==> src/rtl/gpio_controller.sv <==
// gpio_controller: memory-mapped GPIO with input synchroniser, edge-detect pending bits and prioritised interrupt
module gpio_controller #(
   parameter int CHANNELS    = 8,
   parameter int SYNC_STAGES = 2
) (
   input  logic                clk_i,
   input  logic                rst_i,
   input  logic                store_request_i,
   input  logic [5:0]          store_address_i,
   input  logic [31:0]         store_data_i,
   output logic                store_done_o,
   input  logic                load_request_i,
   input  logic [5:0]          load_address_i,
   output logic [31:0]         load_data_o,
   output logic                load_valid_o,
   input  logic [CHANNELS-1:0] gpio_i,
   output logic [CHANNELS-1:0] gpio_o,
   output logic [CHANNELS-1:0] gpio_oe_o,
   output logic                interrupt_o,
   output logic [7:0]          interrupt_vector_o
);
   logic [SYNC_STAGES-1:0][CHANNELS-1:0] sync_q;
   logic [CHANNELS-1:0] data_in, prev_q, data_out_q, out_en_q, int_en_q, int_rise_q, int_fall_q, int_pend_q;
   logic [CHANNELS-1:0] wdata, rise, fall, w1c, active;
   logic [3:0]          st_idx, ld_idx;
   logic [31:0]         rdata;
   logic [7:0]          vec;
   logic                unused;

   assign data_in   = sync_q[SYNC_STAGES-1];
   assign st_idx    = store_address_i[5:2];
   assign ld_idx    = load_address_i[5:2];
   assign wdata     = store_data_i[CHANNELS-1:0];
   assign rise      = data_in & ~prev_q;
   assign fall      = ~data_in & prev_q;
   assign w1c       = (store_request_i && st_idx == 4'd6) ? wdata : '0;
   assign active    = int_pend_q & int_en_q;
   assign gpio_o    = data_out_q;
   assign gpio_oe_o = out_en_q;
   assign unused    = ^{store_address_i[1:0], load_address_i[1:0], store_data_i};

   always_comb begin
      rdata = '0;
      rdata[CHANNELS-1:0] = ld_idx == 4'd0 ? data_in    :
                            ld_idx == 4'd1 ? data_out_q :
                            ld_idx == 4'd2 ? out_en_q   :
                            ld_idx == 4'd3 ? int_en_q   :
                            ld_idx == 4'd4 ? int_rise_q :
                            ld_idx == 4'd5 ? int_fall_q :
                            ld_idx == 4'd6 ? int_pend_q : '0;
      vec = 8'hFF;
      for (int i = CHANNELS - 1; i >= 0; i--) vec = active[i] ? 8'(i) : vec;
   end

   always_ff @(posedge clk_i) begin
      if (rst_i) begin
         sync_q             <= '0;
         prev_q             <= '0;
         data_out_q         <= '0;
         out_en_q           <= '0;
         int_en_q           <= '0;
         int_rise_q         <= '0;
         int_fall_q         <= '0;
         int_pend_q         <= '0;
         store_done_o       <= 1'b0;
         load_valid_o       <= 1'b0;
         load_data_o        <= '0;
         interrupt_o        <= 1'b0;
         interrupt_vector_o <= 8'hFF;
      end else begin
         sync_q             <= {sync_q[SYNC_STAGES-2:0], gpio_i};
         prev_q             <= data_in;
         int_pend_q         <= (int_pend_q & ~w1c) | (rise & int_rise_q) | (fall & int_fall_q);
         interrupt_o        <= |active;
         interrupt_vector_o <= vec;
         store_done_o       <= store_request_i;
         load_valid_o       <= load_request_i;
         if (load_request_i) load_data_o <= rdata;
         if (store_request_i) begin
            case (st_idx)
               4'd1:    data_out_q <= wdata;
               4'd2:    out_en_q   <= wdata;
               4'd3:    int_en_q   <= wdata;
               4'd4:    int_rise_q <= wdata;
               4'd5:    int_fall_q <= wdata;
               4'd7:    data_out_q <= data_out_q | wdata;
               4'd8:    data_out_q <= data_out_q & ~wdata;
               default: ;
            endcase
         end
      end
   end
endmodule

==> config.mk <==
export PLATFORM = sky130hd
export DESIGN_NAME = gpio_controller
export DESIGN_NICKNAME = d
export VERILOG_FILES = /design/src/rtl/gpio_controller.sv
export SDC_FILE = /design/constraint.sdc
export NUM_CORES = 1
export LEC_CHECK = 0
export CORE_MARGIN = 2
export CORE_UTILIZATION = 34
export DETAILED_ROUTE_END_ITERATION = 7
export PLACE_DENSITY_LB_ADDON = 0.15
export SLEW_MARGIN = 15
export SYNTH_ARGS = -nofsm -noshare
export SYNTH_HDL_FRONTEND = slang
export SYNTH_SLANG_ARGS = --single-unit
==> constraint.sdc <==
create_clock -name clk_i -period 1.3 [get_ports clk_i]
set_clock_uncertainty 0.1 [all_clocks]
set_input_delay 0.26 -clock clk_i [delete_from_list [all_inputs] [get_ports clk_i]]
set_output_delay 0.26 -clock clk_i [all_outputs]
set_load 0.03 [all_outputs]
-- Word-level counts from Yosys, hierarchy flattened
Index checks and enable logic that the tools add are counted.
Widths: inputs -> output; s select.
- input port bits: 56
- register bits: 91
- word-level logic and storage cells: 68
- output and inout bits: 59
- reductions and logical operators: 9
- muxes and demuxes: 17
- equality and inequality tests: 14
- bitwise gates (word level): 14
- operator list (operator ; count):
    $mux 8 ; 16
    $and 8x8->8 ; 7
    $not 8->8 ; 4
    $eq 4x3->1 const B ; 7
    $or 8x8->8 ; 3
    $pmux 8 s3 ; 1
    $eq 4x2->1 const B ; 4
    $reduce_and 2->1 ; 5
    $eq 4x1->1 const B ; 2
    $reduce_or 8->1 ; 1
    $eq 4x4->1 const B ; 1
    $logic_not 4->1 ; 1
    $reduce_bool 3->1 ; 1
    $logic_and 1x1->1 ; 1

-- Depth between registers and ports, before layout
Gate-level depths: netlist of run 1.
- depth in word-level cells: 9
- gate-level depth with buffers: 6
- mapped depth without buffers: 4

-- Worst setup path after synthesis of run 1
No wires, ideal clock.
- path type: in2reg
- start point: input store_address_i[4]
- end point: register int_en_q[0]
- buffers on the path: 1
- data required time: 1072 ps
- cell stages on the path: 5
- data arrival time: 1157 ps
- path slack: -85 ps
- setup time: 128 ps
- cell sequence: nor3b_4 and3_1 buf_4 mux2i_1 nor2_1
- longest elaborated chain between the ends: 2
- RTL lines (element ; line ; text):
    start, declared ; 9 ; input logic [5:0] store_address_i,
    $eq 4x2->1 ; 80 ; case (st_idx)
    $reduce_and 2->1 (no source line) ; n/a ;
    end signal, assigned ; 83 ; 4'd3: int_en_q <= wdata;
    end, declared ; 23 ; logic [CHANNELS-1:0] data_in, prev_q, data_out_q, out_en_q, int_en_q, int_rise_q, int_fall_q, int_pend_q;
Every way passes these cells.
A chain may end at the register's enable or synchronous reset.

-- Final worst setup path of run 1
- start point: register load_data_o[1]
- end point: output load_data_o[1]
- RTL lines (element ; line ; text):
    start, declared ; 14 ; output logic [31:0] load_data_o,
    start signal, assigned ; 78 ; if (load_request_i) load_data_o <= rdata;
No word-level cell between the ends.

==> results of run 1 <==
==> state kept, by name (all words and copies together), names as in the netlist <==
signal,flops
interrupt_o,1
interrupt_vector_o,4
store_done_o,1
gpio_oe_o,8
load_data_o,8
prev_q,8
int_rise_q,8
load_valid_o,1
int_fall_q,8
gpio_o,8
sync_q,8
int_en_q,8
data_in,8
int_pend_q,8
==> cells in the final DEF (no fill, tap or decap), drive strengths merged, types with 2 or more instances in the layout <==
master,instances
a21oi,21
a22oi,9
a31oi,10
a32o,7
and2b,2
buf,83
bufinv,3
clkbuf,12
clkdlybuf4s50,16
clkinvlp,3
conb,24
dfxtp,87
dlygate4sd2,5
inv,17
mux2i,39
nand2,49
nand2b,2
nand3,16
nand3b,18
nor2,19
nor2b,29
nor3b,2
nor4b,2
o211ai,10
o21a,6
o21ai,8
o221ai,8
or2,2
==> cell families after synthesis <==
logic type                count (synthesis)  share of synthesized area
and+or+nand+nor                         147                      0.204
xor gates and xnor gates                  1                    0.00223
DFF                                      87                      0.443
other                                     1                   0.000953
muxes                                    39                     0.0992
AOI/OAI and AO/OA                        84                      0.151
buffers and inverters                    66                     0.0998
==> worst max-delay path by stage <==
stage                            start              to  slack, ps  depth (start not counted)
floorplan           store_address_i[5]     int_en_q[0]        -70                          5
global placement    store_address_i[4]     int_en_q[5]       -670                          7
detailed placement  store_address_i[4]     int_en_q[5]       -700                          7
CTS                 store_address_i[5]     int_en_q[5]        -10                          7
global route                 gpio_o[0]       gpio_o[0]          4                          1
finish                  load_data_o[1]  load_data_o[1]         30                          1
==> routing by layer <==
metal  wire length [microns]  vias to the layer above  track usage
met5                       0                        -            0
met1                    5150                     1530        0.254
met2                    4880                      100        0.260
met4                     219                        0       0.0790
met3                     569                       16       0.0294
li1                        -                     1625            -
==> repair_timing <==
item	4_1_cts	5_1_grt
setup buffers	1	0
setup endpoints to repair	62	50
resized for setup	41	23
pin swaps	3	3
==> stage by stage <==
stage          worst slack (ps)  cell area [sq um]  TNS [ps]
2_1_floorplan             -69.4               4060     -1190
3_3_place_gp               -674               4810    -34980
3_5_place_dp               -705               4810    -35420
4_1_cts                   -9.82               5220     -9.82
5_1_grt                    4.05               5240         0
6_report                   25.7               5240         0
==> layout make-up <==
| class | count | area, sq um |
|---|---|---|
| fill | 1102 | 6130 |
| multi-input combinational | 295 | 1980 |
| sequential | 87 | 1760 |
| timing repair buffer | 107 | 920 |
| clock buffer | 9 | 225 |
| tap | 143 | 179 |
| clock inverter | 7 | 121 |
| inverter | 17 | 63.8 |
| antenna | 1 | 2.50 |
==> power by group through the flow <==
stage	sequential, mW	clock [mW]	combinational [mW]
3_3_place_gp	2.83	0	0.687
4_1_cts	2.78	3.05	0.701
3_5_place_dp	2.84	0	0.690
2_1_floorplan	2.86	0	0.403
5_1_grt	2.78	3.16	0.757
6_report	2.77	2.99	0.708
==> flow_summary.yaml, run 1 <==
yosys:
  synth_top_cell_area_share: 0.443
  number_of_flops_mapped_to_enable_cells_by_yosys: 0
  ys_dominant_reg_cell: "sky130_fd_sc_hd__dfxtp_1"
  synth.most_common_cell: "sky130_fd_sc_hd__dfxtp_1"
  synthCells: 425
  ys_top_cells_by_area: "sky130_fd_sc_hd__dfxtp_1, sky130_fd_sc_hd__mux2i_1, sky130_fd_sc_hd__buf_4"
  synthArstFlopShare: 0
  synthTopCellsByCount: "sky130_fd_sc_hd__dfxtp_1, sky130_fd_sc_hd__nand2_1, sky130_fd_sc_hd__mux2i_1"
  synthesis.area_sq_um: 3940
  synth-seq-cells: 87
  synth_seq_area_share: 0.443
  synthDistinctLibCells: 43
  synth.yosys.warnings: 0
  synth_top_area_cell: "sky130_fd_sc_hd__dfxtp_1"
  syn_area_per_cell_sq_um: 9.26
pwr:
  p_sw_mw: 1.57
  powerDensity_nw_per_um2: 1230
  power.ir.vdd_worst_mv: 0.511
  power_leakage_nw: 2.03
  power_mw: 6.47
  switching_share: 0.242
  p_int_mw: 4.90
  clock_power_share: 0.462
  seqPwrFrac: 0.429
  power.share.combinational: 0.109
sta:
  timing_worst_slew_pin_value_ps: 605
  rsz0062_at_grt: "false"
  drv_slew: 0
  setup_viol: 0
  whs_ps: 103
  timing_limited_maximum_frequency_mhz: 785
  hold_viol_final: 0
  timing.final.crit_share: 0.980
  slew_headroom: 0.595
  finalWorstPathRequiredPeriod_ps: 1270
final_layout:
  drive_gt1_frac: 0.262
  instances_no_fill: 666
  net_count_of_the_finished_layout: 573
  share_of_the_core_filled_with_cells_in_the_final_layout: 0.461
  area_growth_syn_to_layout_pct: 33.2
critical_path:
  critPathBufInv: 1
  timing_worst_setup_path_type: "reg -> out"
  worst_r2r_path_depth: 4
  cp_max_stage_cell: "sky130_fd_sc_hd__dfxtp_1"
  worstPathRequired_ps: 940
  regToRegEndpoint: "interrupt_vector_o[0]"
  critPathTopFamily: "flip-flops"
  critical_path.max_stage_delay_ps: 390
  r2r_start: "int_en_q[5]"
  crit_fanout: 2
  arrival_ps: 910
  setup.worst_path.end_class: "primary output"
  type_of_element_launching_the_critical_path: "flip-flop"
  r2r_setup_slack_ps: 60
  path_cells: "buf_4"
cts:
  numCtsBuffers: 9
  clk_transition_reported_paths_ps: 70
  cts_tree: "yes"
  htree_num_levels: 3
  cts.sinks: 87
  clk_root_buffer_cell: "sky130_fd_sc_hd__clkbuf_16"
  cts_max_path_buffers: 2
  worst_skew_pair.late_latency_ps: 340
  post_cts_hold_buffer_count: 0
global_routing:
  grt.total_usage: 0.176
  grt_first_pass_wirelength_microns: 16900
  grt_antenna_before_repair: 1
  grt_pass1_vias: 3065
  grt_max_degree: 47
  global_route.overflow_total: 0
route:
  routed-via-count: 3271
  detailedRoute.firstIterationViolations: 214
  finalWirelength_microns: 10800
  routed_via_density: 4.91
  post-route-drc-count: 0
  route.detailed.wl_per_inst_microns: 16.2
  first_pass_iters: 4
  antenna_left: 0
placed_design:
  finalWeightedCongestion: 0.870
  post_detailed_placement_half_perimeter_wirelength_microns: 7980
  port_buffers: 62
  dp_cells: 649
worst_hold_path:
  worstHoldPathCells: 2
  hold_path_end: "store_done_o"
  min_path_type: "in -> reg"
  hold_start: "rst_i"
job:
  max-cap-violations: 0
status:
  run_status: "completed"
floorplan:
  vertical_extent_of_the_die_microns: 112
  i_o_pin_count: 115
  rows: 39
  initial_utilization: 0.346
  floorplan.die_area_sq_um: 12500
  die_w_microns: 112
  core_region_area_sq_um: 11400
Note: power is estimated with default switching activity, not from simulation.
==> inputs of run 2 (changes only) <==
--- a/config.mk
+++ b/config.mk
@@ -5,7 +5,6 @@
 export SDC_FILE = /design/constraint.sdc
 export NUM_CORES = 1
 export LEC_CHECK = 0
-export CORE_MARGIN = 2
 export CORE_UTILIZATION = 34
 export DETAILED_ROUTE_END_ITERATION = 7
 export PLACE_DENSITY_LB_ADDON = 0.15
==> flow_summary.yaml, run 2 (same netlist as run 1, synthesis figures left out) <==
cts:
  worst_skew_pair.late_latency_ps: 340
  numCtsBuffers: 9
  cts.sinks: 87
  clk_root_buffer_cell: "sky130_fd_sc_hd__clkbuf_16"
  cts_max_path_buffers: 2
  clk_transition_reported_paths_ps: 60
  htree_num_levels: 3
  cts_tree: "yes"
  post_cts_hold_buffer_count: 0
placed_design:
  finalWeightedCongestion: 0.841
  port_buffers: 62
  post_detailed_placement_half_perimeter_wirelength_microns: 8100
  placed_cell_area_sq_um: 4880
  place_worst_setup_slack_ps: -682
critical_path:
  setup.worst_path.end_class: "flip-flop"
  critPathTopFamily: "buffers and inverters"
  type_of_element_launching_the_critical_path: "primary input"
  critPathBufInv: 3
  worst_path_most_repeated_cell: "sky130_fd_sc_hd__buf_4"
  path_cells: "clkdlybuf4s15_1, buf_4, nor2b_1, buf_4, nand2_1, o211ai_1, a32o_1"
  cp_max_stage_cell: "sky130_fd_sc_hd__a32o_1"
  timing_worst_setup_path_type: "in -> reg"
  crit_fanout: 5
  critical_path.max_stage_delay_ps: 260
  worstPathRequired_ps: 1430
  arrival_ps: 1420
pwr:
  power.ir.vdd_worst_mv: 0.897
  power_mw: 6.56
  switching_share: 0.232
  p_sw_mw: 1.52
  p_int_mw: 5.04
  power_leakage_nw: 2.12
  power.share.combinational: 0.115
  powerDensity_nw_per_um2: 1220
  clock_power_share: 0.461
  seqPwrFrac: 0.424
global_routing:
  grt_pass1_vias: 3155
  grt.total_usage: 0.195
  grt_first_pass_wirelength_microns: 17000
  grt_antenna_before_repair: 0
  global_route.overflow_total: 0
  grt_max_degree: 44
sta:
  setup_viol: 0
  timing_limited_maximum_frequency_mhz: 774
  timing.final.crit_share: 0.994
  hold_viol_final: 0
  layout_setup_ws_ps: 8.00
  finalWorstPathRequiredPeriod_ps: 1290
  final.setup.tns_ps: 0
  whs_ps: 150
  drv_slew: 0
  rsz0062_at_grt: "false"
final_layout:
  highest_count_cells_in_the_layout_ignoring_fill_and_taps: "sky130_fd_sc_hd__dfxtp_1, sky130_fd_sc_hd__buf_4, sky130_fd_sc_hd__nand2_1"
  drive_gt1_frac: 0.281
  net_count_of_the_finished_layout: 582
  area_growth_syn_to_layout_pct: 36.8
  final_area_sq_um: 5380
  number_of_antenna_repair_diodes: 0
  layout.cells.most_common: "sky130_fd_sc_hd__dfxtp_1"
floorplan:
  die_w_microns: 110
  floorplan.die_area_sq_um: 12000
  initial_utilization: 0.355
  rows: 38
  i_o_pin_count: 115
  core_region_area_sq_um: 11100
  vertical_extent_of_the_die_microns: 110
worst_hold_path:
  min_path_type: "in -> reg"
route:
  finalWirelength_microns: 11100
  detailedRoute.firstIterationViolations: 168
  routed_via_density: 5.07
  routed-via-count: 3403
  post-route-drc-count: 0
  antenna_left: 0
  first_pass_iters: 4
  route.detailed.wl_per_inst_microns: 16.6
status:
  run_status: "completed"
job:
  max-cap-violations: 0
[run 2: changes by cell type in the layout (fill, tap and decap cells not counted), sizes merged]
cell,before,now
clkinvlp,3,0
clkdlybuf4s15,0,3
buf,83,92
clkinv,1,2
diode,1,0
dlygate4sd2,5,3
clkbuf,12,13
[run 2: timing repair]
item / 4_1_cts / 5_1_grt
pin swaps: 4 / 6
setup endpoints to repair: 62 / 57
resized for setup: 47 / 21
buffers inserted: 3 / 2
[run 2: metal layers]
metal,routed length (microns),GRT usage,up-vias
met5,0,0,-
met4,108,0.0524,0
met3,653,0.0433,9
met2,5310,0.315,115
met1,5060,0.260,1632
li1,-,-,1647
[run 2: stage by stage]
stage / util / std cells
global placement: 0.440 / 650
finish: 0.486 / 671
floorplan: - / 448
detailed placement: 0.440 / 650
CTS: 0.482 / 669
global route: 0.486 / 671
[run 2: area by class of cell]
class / count / area, sq um
timing repair buffer: 116 / 1050
clock buffer: 11 / 253
fill: 1037 / 5690
clock inverter: 5 / 104
inverter: 17 / 63.8
sequential: 87 / 1760
tap: 140 / 175
multi-input combinational: 295 / 1990
[run 2: tightest hold or removal path, stage by stage]
cell	delay [ps]
sky130_fd_sc_hd__buf_2	130
sky130_fd_sc_hd__buf_4	120
sky130_fd_sc_hd__nor2_1	30
[run 2: worst paths after layout]
kind	start	cells past startpoint	end	slack, ps
min reg2reg	sync_q[0]	1	data_in[0]	330
max	load_address_i[3]	7	load_data_o[4]	8
min	rst_i	3	store_done_o	150
max reg2reg	int_pend_q[3]	3	interrupt_vector_o[2]	100
[run 2: power by group through the flow]
stage	clock, mW	combinational, mW	sequential, mW
floorplan	0	0.403	2.86
global placement	0	0.715	2.83
detailed placement	0	0.719	2.83
CTS	3.07	0.745	2.78
global route	3.19	0.806	2.78
finish	3.02	0.755	2.78
==> inputs of run 3 (changes only) <==
--- a/config.mk
+++ b/config.mk
@@ -5,6 +5,7 @@
 export SDC_FILE = /design/constraint.sdc
 export NUM_CORES = 1
 export LEC_CHECK = 0
+export CORE_ASPECT_RATIO = 0.5
 export CORE_UTILIZATION = 34
 export DETAILED_ROUTE_END_ITERATION = 7
 export PLACE_DENSITY_LB_ADDON = 0.15
==> constraint.sdc (replaced) <==
create_clock -name clk_i -period 1.5 [get_ports clk_i]
set_clock_uncertainty 0.1 [all_clocks]
set_input_delay 0.3 -clock clk_i [delete_from_list [all_inputs] [get_ports clk_i]]
set_output_delay 0.3 -clock clk_i [all_outputs]
set_load 0.03 [all_outputs]
==> flow_summary.yaml, run 3 (same netlist as run 1, synthesis figures left out) <==
route:
  met2RoutedLength_microns: 3920
  routed-via-count: 3279
  finalWirelength_microns: 10700
  detailedRoute.firstIterationViolations: 233
  routed_via_density: 4.86
  antenna_left: 0
  post-route-drc-count: 0
  met1Wirelength_microns: 5880
  first_pass_iters: 4
  wl_met3_microns: 775
  route.detailed.wl_per_inst_microns: 15.8
  top_layer_used: "met4"
floorplan:
  core_region_area_sq_um: 11100
  initial_utilization: 0.354
  i_o_pin_count: 115
  floorplan.die_area_sq_um: 12000
  die_w_microns: 154
  rows: 27
  vertical_extent_of_the_die_microns: 78.1
sta:
  hold_viol_final: 0
  final.setup.tns_ps: 0
  setup_viol: 0
  finalWorstPathRequiredPeriod_ps: 1470
  timing_worst_slew_pin_value_ps: 598
  timing.final.crit_share: 0.982
  drv_slew: 0
  timing_limited_maximum_frequency_mhz: 679
  layout_setup_ws_ps: 26.5
  slew_headroom: 0.600
  rsz0062_at_grt: "true"
final_layout:
  drive_gt1_frac: 0.206
  area_growth_syn_to_layout_pct: 32.0
  share_of_the_core_filled_with_cells_in_the_final_layout: 0.467
  seqCellArea_sq_um: 1740
  highest_count_cells_in_the_layout_ignoring_fill_and_taps: "sky130_fd_sc_hd__dfxtp_1, sky130_fd_sc_hd__buf_4, sky130_fd_sc_hd__nand2_1"
  nFillCells: 1086
  layout.cells.most_common: "sky130_fd_sc_hd__dfxtp_1"
  net_count_of_the_finished_layout: 581
  final_area_sq_um: 5190
  number_of_antenna_repair_diodes: 0
  multi_input_comb_area_sq_um: 1910
cts:
  clk_transition_reported_paths_ps: 70
  worst_skew_pair.late_latency_ps: 340
  cts_tree: "yes"
  numCtsBuffers: 9
  clk_root_buffer_cell: "sky130_fd_sc_hd__clkbuf_16"
  cts_max_path_buffers: 2
  htree_num_levels: 3
  post_cts_hold_buffer_count: 0
  cts.sinks: 87
  cts_setup_buffers: 0
critical_path:
  critPathBufInv: 1
  setup.worst_path.end_class: "primary output"
  timing_worst_setup_path_type: "reg -> out"
  crit_fanout: 2
  worstPathRequired_ps: 1100
  path_cells: "clkdlybuf4s15_1"
  regToRegEndpoint: "interrupt_vector_o[0]"
  critPathTopFamily: "buffers and inverters"
  worst_r2r_path_depth: 4
  critical_path.max_stage_delay_ps: 380
  r2r_start: "int_en_q[5]"
  cp_max_stage_cell: "sky130_fd_sc_hd__clkdlybuf4s15_1"
  arrival_ps: 1070
  type_of_element_launching_the_critical_path: "flip-flop"
  r2r_setup_slack_ps: 240
global_routing:
  grt_pass1_vias: 2935
  grt_max_degree: 49
  grt_antenna_before_repair: 0
  grt.total_usage: 0.188
  grt_first_pass_wirelength_microns: 17000
  global_route.overflow_total: 0
pwr:
  power.ir.vdd_worst_mv: 0.491
  powerDensity_nw_per_um2: 985
  power_mw: 5.12
  power_leakage_nw: 2.02
job:
  max-cap-violations: 0
placed_design:
  finalWeightedCongestion: 0.827
  port_buffers: 62
  post_detailed_placement_half_perimeter_wirelength_microns: 8350
  placed_cell_area_sq_um: 4910
  place_worst_setup_slack_ps: -583
worst_hold_path:
  hold_start: "rst_i"
  hold_path_end: "store_done_o"
  min_path_type: "in -> reg"
  worstHoldPathCells: 2
status:
  run_status: "completed"
==> run 3: changes by cell type in the layout (fill, tap and decap cells not counted), sizes merged <==
| cell | previous run | this run |
|---|---|---|
| clkbuf | 13 | 14 |
| clkinvlp | 0 | 1 |
| bufinv | 3 | 0 |
| clkdlybuf4s15 | 3 | 13 |
| dlygate4sd2 | 3 | 13 |
| dlymetal6s2s | 0 | 1 |
| inv | 17 | 20 |
| clkdlybuf4s50 | 16 | 18 |
| buf | 92 | 66 |
==> run 3: worst max-delay path by stage <==
stage                            start  slack (ps)  cells past startpoint              to
finish                  load_data_o[7]          30                      1  load_data_o[7]
global route        store_address_i[2]         -30                      8   int_pend_q[5]
CTS                 store_address_i[3]           2                      6       gpio_o[7]
detailed placement  store_address_i[2]        -580                      8   int_pend_q[3]
global placement    store_address_i[2]        -650                      8   int_pend_q[3]
floorplan           store_address_i[4]          80                      5     int_en_q[0]
==> run 3: per-layer routing <==
layer  global-route usage  up-vias
met5                    0        -
met4               0.0400        0
met3               0.0519       10
met2                0.240      130
met1                0.298     1495
li1                     -     1644
==> run 3: area by class of cell <==
cell class	count	share of cell area
repair buffers	115	0.197
clock buffers	10	0.0441
well taps	145	0.0349
clock inverters	6	0.00987
flip-flops and latches	87	0.335
multi-input cells	295	0.367
inverters	17	0.0123
==> run 3: repair_timing <==
action	4_1_cts	5_1_grt
resized for setup	60	12
endpoints found under the hold margin	0	0
setup endpoints to repair	77	24
gates cloned	0	0
==> run 3: power by group <==
part | leakage, nW | total [mW] | internal (mW) | switching (mW)
logic | 1.18 | 0.592 | 0.246 | 0.346
clock network | 0.134 | 2.12 | 1.15 | 0.970
registers | 0.707 | 2.41 | 2.36 | 0.0435
==> run 3: metrics by stage <==
stage,hold slack (ps),std cells
2_1_floorplan,290,448
3_3_place_gp,320,659
3_5_place_dp,320,659
4_1_cts,152,675
5_1_grt,180,675
6_report,160,675
==> RTL edit: new RTL, flow settings as in run 2 <==
`CHANNELS`: 8 -> 12.
--- a/src/rtl/gpio_controller.sv
+++ b/src/rtl/gpio_controller.sv
@@ -1,5 +1,5 @@
 // gpio_controller: memory-mapped GPIO with input synchroniser, edge-detect pending bits and prioritised interrupt
 module gpio_controller #(
-   parameter int CHANNELS    = 8,
+   parameter int CHANNELS    = 12,
    parameter int SYNC_STAGES = 2
 ) (
Ports: changed (resized gpio_i, gpio_o and gpio_oe_o); port bits go from 115 to 127. The function was not compared with the original's and may differ.
==> RTL edit against run 2 <==
  * The run now ends with setup timing left
  * Routed wire length is 55% higher
  * Final area is 56% higher
  * Synthesized cell count is 46% higher
  * Utilization is 4.0 points higher
  * Combinational power is 40% higher
  * Critical path depth is 1 lower
  * Power is 55% higher
  * Worst setup slack worse by 0.099 ns
  * Synthesized area is 43% higher
  * Sequential cell count is 41 higher
  * Fmax is 7.1% lower
  * Global-route usage is 1.7 points higher
  * Critical endpoint is now load_data_o[9]
  * Largest power group unchanged
  * Highest routed layer unchanged
==> RTL edit: results (changes against run 2) <==
The start point of the worst hold path is store_request_i. The violation count after the first detailed-routing iteration is 314 (+87%). The vias after detailed routing came out at 5,027 (+48%). The highest fanout seen on the critical path came to 3 (-2). The total placed instance area came to 7214 sq um (+48%). The overall fraction of global-route tracks in use came out at 21.15% (+1.7 points). The count of distinct cell types in the synthesized netlist is 47 (+9.3%).

The total length of routed wires is 17,270 um (+55%). By area the synthesized netlist is led by sky130_fd_sc_hd__dfxtp_1 46%, sky130_fd_sc_hd__mux2i_1 8.7%, sky130_fd_sc_hd__nor2b_1 6.3%, sky130_fd_sc_hd__nor2_1 4.3%, sky130_fd_sc_hd__nand2_1 4.0%. The final reports fail on setup timing. The final layout net count was 826 (+42%). By count the netlist is led by 128 x sky130_fd_sc_hd__dfxtp_1, 64 x sky130_fd_sc_hd__nor2_1, 60 x sky130_fd_sc_hd__nand2_1. The run finished, with violations left. The compound-cell area share of the yosys netlist was 16.83% (+1.7 points). The number of global-route vias before repair came to 4,857 (+54%).

The first-pass detailed-route iteration total came out at 5 (+1). The hold-critical path depth is 2 (-1). The clock insertion delay at the later pin of the skew report was 0.42 ns (+0.08 ns). The synthesized-area fraction occupied by adder cells came out at 0% (unchanged). The startpoint of the worst-slack reg-to-reg timing path is int_en_q[9]. The final critical-path setup slack was -0.09066 ns (-0.09866 ns). The post-synthesis share of cell area spent on xor and xnor gates came out at 0.1558% (-0.067 points). The number of nets still failing antenna checks after routing was 0 (unchanged). Among all stages on the critical path, the largest delay is contributed by sky130_fd_sc_hd__or3_1. The H-tree depth reported by CTS is 4 (+1). The total overflow reported by the global router came to 0 (unchanged). The final weighted congestion in routability-driven placement came out at 0.8567 (+1.9%).

The largest vdd supply drop came out at 0.9365 mV (+4.4%). The mean post-synth cell area is 9.051 sq um (-2.3%). The proportion of synthesized area in mux cells came out at 11.53% (+1.6 points). The share of synthesized area occupied by flip-flops and latches is 45.59% (+1.3 points).

The data arrival time at the worst-slack endpoint is 1.64 ns (+0.22 ns). The proportion of layout cells with a drive suffix above 1 is 35.82% (+7.8 points). The total half-perimeter wirelength after legalization and detailed placement is 12,030 um (+49%). The number of buffers created by CTS is 17 (+8). The cell count after placement was 945 (+45%).

The worst stage delay on the critical path came out at 0.34 ns (+0.08 ns). The count of buffers from port buffering came out at 82 (+32%). The leakage component of the power is 3.376 nW (+60%).

The category of the critical setup timing path is flop to flop. The number of setup violations in the final report is 3 (+3). The Yosys warning count came out at 0 (unchanged). The number of cells on the worst reg-to-reg path is 6 (+3). The endpoint identified for the worst register-to-register timing path is load_data_o[9].

The wire length of the first global-routing pass came out at 26,750 um (+57%). The routed via count divided by cell count is 5.052 (-0.38%). Grouping stages by cell kind, the critical path spends the most delay in simple AND/OR/NAND/NOR gates.
-- RTL edit: changes by cell type after synthesis, sizes merged, moves of 11 or more --
cell,change
nor2b,+28
mux2,+14
nand3,-11
nor2,+46
dfxtp,+41
inv,-13
a21oi,+18
nand2,+11
o21ai,+21
clkbuf,+12
-- RTL edit: cell type report --
| type | instances | area, sq um |
|---|---|---|
| clock buffers | 24 | 501.7 |
| flip-flops and latches | 128 | 2653 |
| multi-input cells | 443 | 3018 |
| fillers | 1450 | 7584 |
| well taps | 216 | 270.3 |
| repair buffers | 172 | 1833 |
| clock inverters | 8 | 126.4 |
| inverters | 4 | 15.01 |
-- RTL edit: timing repair --
item	CTS	global route
cloned	6	2
endpoints found under the setup margin	122	81
pin swaps	30	20
buffers inserted	10	5
resized for setup	130	59
-- RTL edit: stage by stage --
stage / TNS, ns / utilization [%] / setup slack, ns / hold slack, ns
after floorplan: -5.727 / - / -0.1445 / 0.2858
after global placement: -54.27 / 45.09 / -0.7559 / 0.3197
after detailed placement: -55.84 / 45.09 / -0.7542 / 0.3223
after CTS: -0.3698 / 51.73 / -0.1053 / 0.08657
after global routing: -0.7096 / 52.60 / -0.1708 / 0.02091
final: -0.2128 / 52.60 / -0.09066 / 0.02462
-- RTL edit: power breakdown --
part / leakage, nW / switching [mW] / internal (mW)
Clock: 0.299 / 1.75 / 3.27
Sequential: 1.06 / 0.0738 / 3.99
Combinational: 2.01 / 0.575 / 0.483
Total: 3.38 / 2.40 / 7.74
-- RTL edit: per-layer routing --
metal | global-route usage, % | vias to the layer above | part of all wire (%)
met4 | 8.114 | 0 | 2.4
met3 | 4.927 | 36 | 6.3
met5 | 0 | - | 0
met1 | 28.40 | 2336 | 46
met2 | 32.87 | 219 | 45
li1 | - | 2436 | -
